===== src/rtl/y86_pkg.sv =====
// Shared Y86-64 status codes and the SEQ sequencer state type.
package y86_pkg;

  // Architectural status register values (one-hot).
  localparam logic [3:0] STAT_AOK = 4'b1000;
  localparam logic [3:0] STAT_HLT = 4'b0010;
  localparam logic [3:0] STAT_ADR = 4'b0001;
  localparam logic [3:0] STAT_INS = 4'b0100;

  // Sequencer states: six stage states plus idle, pause and stop.
  typedef enum logic [3:0] {
    StIdle,
    StFetch,
    StDecode,
    StExecute,
    StMemory,
    StWriteback,
    StPcUpd,
    StPause,
    StStop
  } seq_state_e;

  // True in the states that step a stage of the datapath.
  function automatic logic is_stage(input seq_state_e s);
    return s inside {StFetch, StDecode, StExecute, StMemory, StWriteback, StPcUpd};
  endfunction

endpackage


===== src/rtl/seq_run_ctrl.sv =====
// Y86-64 SEQ sequencer: owns PC and status, strobes one stage per cycle, stops on HLT/ADR/INS.
module seq_run_ctrl
  import y86_pkg::*;
#(
  parameter int unsigned        ADDR_W    = 64,
  parameter int unsigned        CNT_W     = 32,
  parameter logic [ADDR_W-1:0]  START_PC  = '0,
  parameter int unsigned        MAX_INSTR = 0
) (
  input  logic              clock_i,
  input  logic              reset_i,
  input  logic              start_i,
  input  logic              step_mode_i,
  input  logic              step_i,
  input  logic              f_in_error_i,
  input  logic              f_bad_mem_i,
  input  logic              f_halt_i,
  input  logic              m_bad_mem_i,
  input  logic [ADDR_W-1:0] pc_next_i,
  output logic [ADDR_W-1:0] pc_o,
  output logic              en_fetch_o,
  output logic              en_decode_o,
  output logic              en_execute_o,
  output logic              en_memory_o,
  output logic              en_writeback_o,
  output logic              en_pc_o,
  output logic [3:0]        stat_o,
  output logic              running_o,
  output logic              done_o,
  output logic [CNT_W-1:0]  cycle_cnt_o,
  output logic [CNT_W-1:0]  instr_cnt_o
);

  localparam logic [CNT_W-1:0] MaxInstrCnt = CNT_W'(MAX_INSTR);
  localparam logic             LimitOn     = (MAX_INSTR != 0);

  seq_state_e        state_q, state_d;
  logic [ADDR_W-1:0] pc_q, pc_d;
  logic [3:0]        stat_q, stat_d;
  logic [CNT_W-1:0]  cycle_q, cycle_d;
  logic [CNT_W-1:0]  instr_q, instr_d;
  logic [CNT_W-1:0]  instr_inc;
  logic              fetch_err;
  logic              limit_hit;

  assign instr_inc = instr_q + CNT_W'(1);
  assign fetch_err = f_bad_mem_i | f_in_error_i | f_halt_i;
  assign limit_hit = LimitOn && (instr_inc == MaxInstrCnt);

  // State register.
  always_ff @(posedge clock_i) begin
    if (reset_i) begin
      state_q <= StIdle;
    end else begin
      state_q <= state_d;
    end
  end

  // Next-state logic.
  always_comb begin
    state_d = state_q;
    unique case (state_q)
      StIdle:      if (start_i) state_d = StFetch;
      StFetch:     state_d = fetch_err ? StStop : StDecode;
      StDecode:    state_d = StExecute;
      StExecute:   state_d = StMemory;
      StMemory:    state_d = m_bad_mem_i ? StStop : StWriteback;
      StWriteback: state_d = StPcUpd;
      StPcUpd: begin
        if (limit_hit)        state_d = StStop;
        else if (step_mode_i) state_d = StPause;
        else                  state_d = StFetch;
      end
      // Dropping step_mode while paused resumes free-running execution.
      StPause:     if (step_i || !step_mode_i) state_d = StFetch;
      StStop:      state_d = StStop;
      default:     state_d = StIdle;
    endcase
  end

  // Architectural PC, status and counters; next values.
  always_comb begin
    pc_d    = pc_q;
    stat_d  = stat_q;
    instr_d = instr_q;
    cycle_d = is_stage(state_q) ? cycle_q + CNT_W'(1) : cycle_q;
    unique case (state_q)
      StIdle: begin
        if (start_i) begin
          pc_d    = START_PC;
          stat_d  = STAT_AOK;
          cycle_d = '0;
          instr_d = '0;
        end
      end
      StFetch: begin
        // Address fault outranks illegal instruction, which outranks halt.
        if (f_bad_mem_i)       stat_d = STAT_ADR;
        else if (f_in_error_i) stat_d = STAT_INS;
        else if (f_halt_i)     stat_d = STAT_HLT;
      end
      StMemory: begin
        if (m_bad_mem_i) stat_d = STAT_ADR;
      end
      StPcUpd: begin
        pc_d    = pc_next_i;
        instr_d = instr_inc;
        if (limit_hit) stat_d = STAT_HLT;
      end
      default: ;
    endcase
  end

  // Architectural register update.
  always_ff @(posedge clock_i) begin
    if (reset_i) begin
      pc_q    <= START_PC;
      stat_q  <= STAT_AOK;
      cycle_q <= '0;
      instr_q <= '0;
    end else begin
      pc_q    <= pc_d;
      stat_q  <= stat_d;
      cycle_q <= cycle_d;
      instr_q <= instr_d;
    end
  end

  // Stage strobes decoded from state; masked by reset so an aborted stage never fires.
  always_comb begin
    en_fetch_o     = 1'b0;
    en_decode_o    = 1'b0;
    en_execute_o   = 1'b0;
    en_memory_o    = 1'b0;
    en_writeback_o = 1'b0;
    en_pc_o        = 1'b0;
    if (!reset_i) begin
      unique case (state_q)
        StFetch:     en_fetch_o     = 1'b1;
        StDecode:    en_decode_o    = 1'b1;
        StExecute:   en_execute_o   = 1'b1;
        StMemory:    en_memory_o    = 1'b1;
        StWriteback: en_writeback_o = 1'b1;
        StPcUpd:     en_pc_o        = 1'b1;
        default: ;
      endcase
    end
    running_o = is_stage(state_q) || (state_q == StPause);
    done_o    = (state_q == StStop);
  end

  assign pc_o        = pc_q;
  assign stat_o      = stat_q;
  assign cycle_cnt_o = cycle_q;
  assign instr_cnt_o = instr_q;

endmodule


===== config.mk =====
export PLATFORM = sky130hd
export DESIGN_NAME = seq_run_ctrl
export DESIGN_NICKNAME = d
export VERILOG_FILES = /design/src/rtl/y86_pkg.sv /design/src/rtl/seq_run_ctrl.sv
export SDC_FILE = /design/constraint.sdc
export NUM_CORES = 1
export LEC_CHECK = 0
export ABC_CLOCK_PERIOD_IN_PS = 5000
export CAP_MARGIN = 20
export CORE_ASPECT_RATIO = 1.25
export CORE_MARGIN = 2
export CORE_UTILIZATION = 48
export DETAILED_ROUTE_END_ITERATION = 12
export PLACE_DENSITY_LB_ADDON = 0.3
export SYNTH_ARGS = -nofsm -noshare
export SYNTH_HDL_FRONTEND = slang
export SYNTH_SLANG_ARGS = --single-unit

===== constraint.sdc =====
create_clock -name clock_i -period 5 [get_ports clock_i]
set_clock_uncertainty 0.2 [all_clocks]
set_input_delay 0.75 -clock clock_i [delete_from_list [all_inputs] [get_ports clock_i]]
set_output_delay 0.75 -clock clock_i [all_outputs]
set_load 0.01 [all_outputs]

==> results.toml, run 1 <==
[finish]
layout_overhead_on_the_synthesized_area_pct = 46.96
fraction_of_final_layout_cells_with_drive_strength_greater_than_1_pct = 6.625
finish.net_count = 862

[logic_synthesis]
async_flop_share_pct = 0
postSynthCellCount = 592
postSynthAreaPerCell_sq_um = 9.587
synth_ff_type = "dfxtp_1"
synth_sequential_area_ratio_pct = 47.97
synth_area_sq_mm = 0.005675
count_of_flip_flops_with_a_built_in_enable_after_synthesis = 0
ys_top_cells_by_area = "dfxtp_1, a22o_1, a21oi_1"
syn-num-nets = 667
synth.ff_latch_count = 136
synth.largest_area_cell = "dfxtp_1"
synth_top_cell_area_share_pct = 47.97
ys.warnings.count = 0
synth_cell_types = 51

[sta]
setup_violations = 0
fmax_mhz = 291.1
setup_total_negative_slack_ns = 0
min_period_ns = 3.435
slew_viol_final = 0
slew_headroom_pct = 37.57
hold_viol_final = 0
grt_setup_unrepaired = "false"
worstMarginPinSlew_ns = 0.9337
final.period_utilization_pct = 68.71

[power_and_ir_drop]
power_density_mw_per_mm2 = 282.5
vdd_drop_max_v = 0.0001653
leakagePower_uw = 0.002840
total_power_uw = 2356

[die]
die_area_sq_mm = 0.01271
fp.dieH_microns = 125.6
floorplan.initialDensity_pct = 49.09
num_io_pins = 213
core_sq_mm = 0.01156
count_of_standard_cell_rows = 44
die_width_microns = 101.3

[detailed_routing]
route.detailed.vias_per_inst = 5.916
detailroute.via_count = 5555
route.final.wire_length_microns = 17200
routed_wire_length_per_instance_microns = 18.32
antenna_violating_nets_post_route = 0
remaining_drc_errors = 0
drt_first_iter_violations = 356
firstDrtPassIters = 4

[global_routing]
grt_start_max_net_pins = 66
global_route.overflow_total = 0
use_met3_pct = 9.335
grt_most_used_layer = "met2"
first_global_vias = 5520
grt_pass1_wl_microns = 27650
grt.met1_usage_pct = 31.54
track_usage_pct = 27.29
grt_antenna_before_repair = 1
grt.met2_usage_pct = 47.25

[run]
max-cap-violations = 0

[min_path]
hp-class = "flip-flop to flip-flop"

[critical_path]
crit_arrival_ns = 2.49
reg2reg_path_depth = 4
element_type_at_the_critical_path_end = "output port"
r2r_end = "cycle_cnt_o[14]"
worstSetupStartpointType = "input pin"
crit_required_ns = 4.05
timing.critical_path.to = "en_decode_o"
rr_startpoint = "state_q[1]"
critPathKind = "input pin to output port"
critical_path.max_fanout = 9
setup.reg_to_reg.worst_slack_ns = 2.08
startpoint = "reset_i"

[clock_tree]
clock_tree_from_tritoncts = "yes"
cts.repair_timing.setup_buffer_count = 0
cts.sinks = 136
cts-root-to-sink-buffers = 2
cts_repair_resize_count = 0
clk_pin_slew_worst_paths_ns = 0.05
clock_insertion_delay_worst_skew_ns = 0.41
cts-root-buf = "clkbuf_16"
cts_buffers = 17
hold_buf_cts = 0
ctsHtreeMaxLevel = 4

[placement]
gp_congestion = 0.8750
io_buffers = 212
detailed_place_hpwl_microns = 12070

[status]
status = "complete, no violations"
[cell usage in the layout, fill, tap and decap left out, types with 5 or more instances in the layout]
cell type          n
a21oi_1           52
a22o_1            66
and3_1            14
and4_1            10
clkbuf_16         17
clkdlybuf4s50_1  212
dfxtp_1          136
inv_1             13
mux2_2             6
mux2i_1            7
nand2_1           32
nand3_1           22
nand4_1           12
nor2_1            23
nor3_1            12
nor4_1             5
o211ai_1          10
o21ai_0           10
o311ai_0           5
o31ai_1           25
or3_1             20
or4_1             29
[metal layers]
layer | share of wire [%] | vias up | routed length, microns
met1 | 40 | 2669 | 6842
met4 | 1.3 | 0 | 218
met5 | 0 | - | 0
met3 | 6.6 | 20 | 1129
li1 | - | 2664 | -
met2 | 52 | 202 | 9011
[stage by stage]
stage	util [%]	cells	hold slack [ns]	instance area, sq um	setup WS, ns
after detailed placement	67.54	906	0.2540	7809	1.597
after CTS	72.12	938	0.2706	8338	1.590
final	72.14	939	0.2700	8341	1.565
after global routing	72.14	939	0.2868	8341	1.421
after global placement	67.54	906	0.2470	7809	1.635
after floorplan	-	592	0.2823	5675	2.609
[cell type report]
type,instances,area [sq um]
Tap cell,138,172.7
Clock inverter,13,96.34
Sequential cell,136,2723
Fill cell,863,3221
Antenna cell,1,2.502
Inverter,13,48.80
Multi-Input combinational cell,403,2713
Clock buffer,19,432.9
Timing Repair Buffer,216,2152
[where the power goes]
group | switching, uW | internal, uW
combinational | 66.3 | 74.5
clock | 481 | 638
sequential | 8.61 | 1090
total | 556 | 1800
[worst min-delay path by stage]
stage               from         to  slack [ns]  depth (start not counted)
3_3_place_gp   stat_o[3]  stat_o[3]        0.25                          1
3_5_place_dp    pc_o[47]   pc_o[47]        0.25                          1
6_report        pc_o[59]   pc_o[59]        0.27                          1
4_1_cts        stat_o[0]  stat_o[0]        0.27                          2
2_1_floorplan  stat_o[0]  stat_o[0]        0.28                          2
5_1_grt         pc_o[56]   pc_o[56]        0.29                          1
[logic make-up after synthesis]
family,count (synthesis),share of synthesized area (%)
xor+xnor,4,0.6174
simple gates,203,21.21
buf+inv,53,4.497
flops,136,47.97
mux,13,2.425
compound gates,181,22.84
fa+ha+maj,2,0.4408
[Yosys cell counts (3+ instances only)]
| cell type | count |
|---|---|
| inv_1 | 13 |
| buf_2 | 8 |
| mux2i_1 | 7 |
| or3_1 | 20 |
| dfxtp_1 | 136 |
| mux2_2 | 6 |
| nor2_1 | 25 |
| nand2_1 | 32 |
| nor3_1 | 12 |
| a22o_1 | 66 |
| nand4_1 | 12 |
| o311ai_0 | 5 |
| and4_1 | 10 |
| nand3_1 | 22 |
| or4_1 | 29 |
| clkbuf_1 | 25 |
| nor2b_1 | 3 |
| buf_6 | 6 |
| o211ai_1 | 10 |
| o31ai_1 | 25 |
| a21oi_1 | 52 |
| nor4_1 | 5 |
| a21o_1 | 3 |
| o21ai_0 | 10 |
| and3_1 | 14 |
| or2_2 | 3 |
| nand2b_1 | 4 |
[flip-flops by register name, indices dropped and copies added (netlist names)]
name and count:
pc_o 64, cycle_cnt_o 32, instr_cnt_o 32, stat_o 4
state_q 4
[critical path, stage by stage]
cell	delay, ns
clkdlybuf4s50_1	0.58
inv_1	0.28
nand3_1	0.13
nor3_1	0.18
clkdlybuf4s50_1	0.56
No activity file was read; power rests on OpenSTA's default activity.
==> run 2: changes to the inputs <==
--- a/config.mk
+++ b/config.mk
@@ -5,11 +5,11 @@
 export SDC_FILE = /design/constraint.sdc
 export NUM_CORES = 1
 export LEC_CHECK = 0
-export ABC_CLOCK_PERIOD_IN_PS = 5000
+export ABC_CLOCK_PERIOD_IN_PS = 3200
 export CAP_MARGIN = 20
 export CORE_ASPECT_RATIO = 1.25
 export CORE_MARGIN = 2
-export CORE_UTILIZATION = 48
+export CORE_UTILIZATION = 44
 export DETAILED_ROUTE_END_ITERATION = 12
 export PLACE_DENSITY_LB_ADDON = 0.3
 export SYNTH_ARGS = -nofsm -noshare
==> constraint.sdc (replaced) <==
create_clock -name clock_i -period 3.2 [get_ports clock_i]
set_clock_uncertainty 0.2 [all_clocks]
set_input_delay 0.48 -clock clock_i [delete_from_list [all_inputs] [get_ports clock_i]]
set_output_delay 0.48 -clock clock_i [all_outputs]
set_load 0.01 [all_outputs]
==> results.toml, run 2 (synthesis results as in run 1) <==
[critical_path]
cpPeakStageDelay_ns = 0.54
r2r_end = "instr_cnt_o[31]"
crit_slowest_cell = "clkdlybuf4s50_1"
rr_startpoint = "state_q[1]"
gate_family_responsible_for_the_most_delay_along_the_worst_path = "buffers and inverters"
crit_arrival_ns = 2.16
crit_required_ns = 2.52
path_common_cell = "clkdlybuf4s50_1"
element_type_at_the_critical_path_end = "output port"
timing.critical_path.to = "en_fetch_o"
critPathKind = "input pin to output port"
startpoint = "reset_i"
cp.depth = 5
cp_cell_sequence = "clkdlybuf4s50_1 -> nor3_1 -> nand2_1 -> inv_1 -> clkdlybuf4s50_1"
bufs_and_invs_on_worst_path = 3
setup.reg_to_reg.worst_slack_ns = 0.69
worstSetupStartpointType = "input pin"
reg2reg_path_depth = 4
critical_path.max_fanout = 6

[sta]
min_period_ns = 2.837
slew_headroom_pct = 55.16
setup_total_negative_slack_ns = 0
fmax_mhz = 352.5
hold_viol_final = 0
final.period_utilization_pct = 88.66
setup_violations = 0
worstMarginPinSlew_ns = 0.6726
finalHoldWorstSlack_ns = 0.2706
slew_viol_final = 0
setup_slack_ns = 0.3630
grt_setup_unrepaired = "false"

[clock_tree]
cts-root-buf = "clkbuf_16"
hold_buf_cts = 0
clock_insertion_delay_worst_skew_ns = 0.41
cts.repair_timing.setup_buffer_count = 0
cts_repair_resize_count = 0
clock_tree_from_tritoncts = "yes"
cts-root-to-sink-buffers = 2
ctsHtreeMaxLevel = 4
cts.sinks = 136
cts_buffers = 17
clk_pin_slew_worst_paths_ns = 0.06

[finish]
fillers = 1029
largest_register_ff_count = 64
stdcell_area_sq_mm = 0.008449
layout_overhead_on_the_synthesized_area_pct = 48.88
layout_common_cells = "clkdlybuf4s50_1, dfxtp_1, a22o_1, a21oi_1, nand2_1"
layout.cells.most_common = "clkdlybuf4s50_1"
finish.net_count = 867
fraction_of_final_layout_cells_with_drive_strength_greater_than_1_pct = 6.965

[detailed_routing]
drt_first_iter_violations = 312
detailroute.via_count = 5505
route.detailed.vias_per_inst = 5.658
antenna_violating_nets_post_route = 0
routed_wire_length_per_instance_microns = 17.66
firstDrtPassIters = 4
remaining_drc_errors = 0
route.final.wire_length_microns = 17180

[die]
count_of_standard_cell_rows = 46
fp.dieH_microns = 131.0
num_io_pins = 213
die_width_microns = 105.6
die_area_sq_mm = 0.01383
core_sq_mm = 0.01266
floorplan.initialDensity_pct = 44.82

[global_routing]
track_usage_pct = 24.69
grt_antenna_before_repair = 1
grt_pass1_wl_microns = 27330
grt_start_max_net_pins = 66
first_global_vias = 5518
global_route.overflow_total = 0

[placement]
detailed_place_hpwl_microns = 12150
postPlaceCellArea_sq_mm = 0.007884
dp_slack_ns = 0.3680
io_buffers = 212
gp_congestion = 0.8619

[min_path]
hp-class = "flip-flop to flip-flop"
min_delay_path_depth = 1

[power_and_ir_drop]
total_power_uw = 3819
vdd_drop_max_v = 0.0003328
power_density_mw_per_mm2 = 452.0
leakagePower_uw = 0.002867

[status]
status = "complete, no violations"

[run]
max-cap-violations = 0
-- run 2: cell types whose count changed in the layout (fill, tap and decap cells not counted), sizes merged --
| cell | change |
|---|---|
| clkinv | -3 |
| buf | +5 |
| clkinvlp | +2 |
| clkbuf | +1 |
| bufinv | +2 |
| inv | -3 |
-- run 2: worst reg2reg max path, stage by stage (launching register included) --
cell       delay (ns)
dfxtp_1          0.67
nand4bb_4        0.24
or3_4            0.56
nor4b_1          0.35
mux2_2           0.38
-- run 2: metrics by stage --
step	util, %	cells
final	66.73	973
after floorplan	-	592
after global routing	66.73	973
after global placement	62.26	941
after detailed placement	62.26	941
after CTS	66.71	972
-- run 2: power breakdown --
| part | leakage, uW | switching (uW) | internal, uW |
|---|---|---|---|
| logic | 0.00151 | 105 | 120 |
| registers | 0.00110 | 12.3 | 1700 |
| clock network | 0.000262 | 738 | 1140 |
| total | 0.00287 | 855 | 2960 |
-- run 2: metal layers --
layer	global-route usage (%)	share of wire (%)	wire length, microns
met1	27.00	39	6696
met2	44.21	51	8768
met3	7.391	7.2	1240
met4	11.46	2.8	475
met5	0	0	0
-- run 2: worst min-delay path by stage --
stage / startpoint / end / slack (ns)
global placement: stat_o[3] / stat_o[3] / 0.25
detailed placement: pc_o[1] / pc_o[1] / 0.25
global route: pc_o[41] / pc_o[41] / 0.28
finish: pc_o[18] / pc_o[18] / 0.27
floorplan: stat_o[0] / stat_o[0] / 0.28
CTS: stat_o[3] / stat_o[3] / 0.27
-- run 2: layout make-up --
class                           instances  area (sq um)  share of cell area [%]
Multi-Input combinational cell        403          2713                   32.10
Inverter                               13         48.80                  0.5775
Sequential cell                       136          2723                   32.22
Clock inverter                         11         126.4                   1.496
Timing Repair Buffer                  221          2190                   25.91
Tap cell                              168         210.2                   2.488
Antenna cell                            1         2.502                 0.02962
Clock buffer                           20         436.7                   5.168
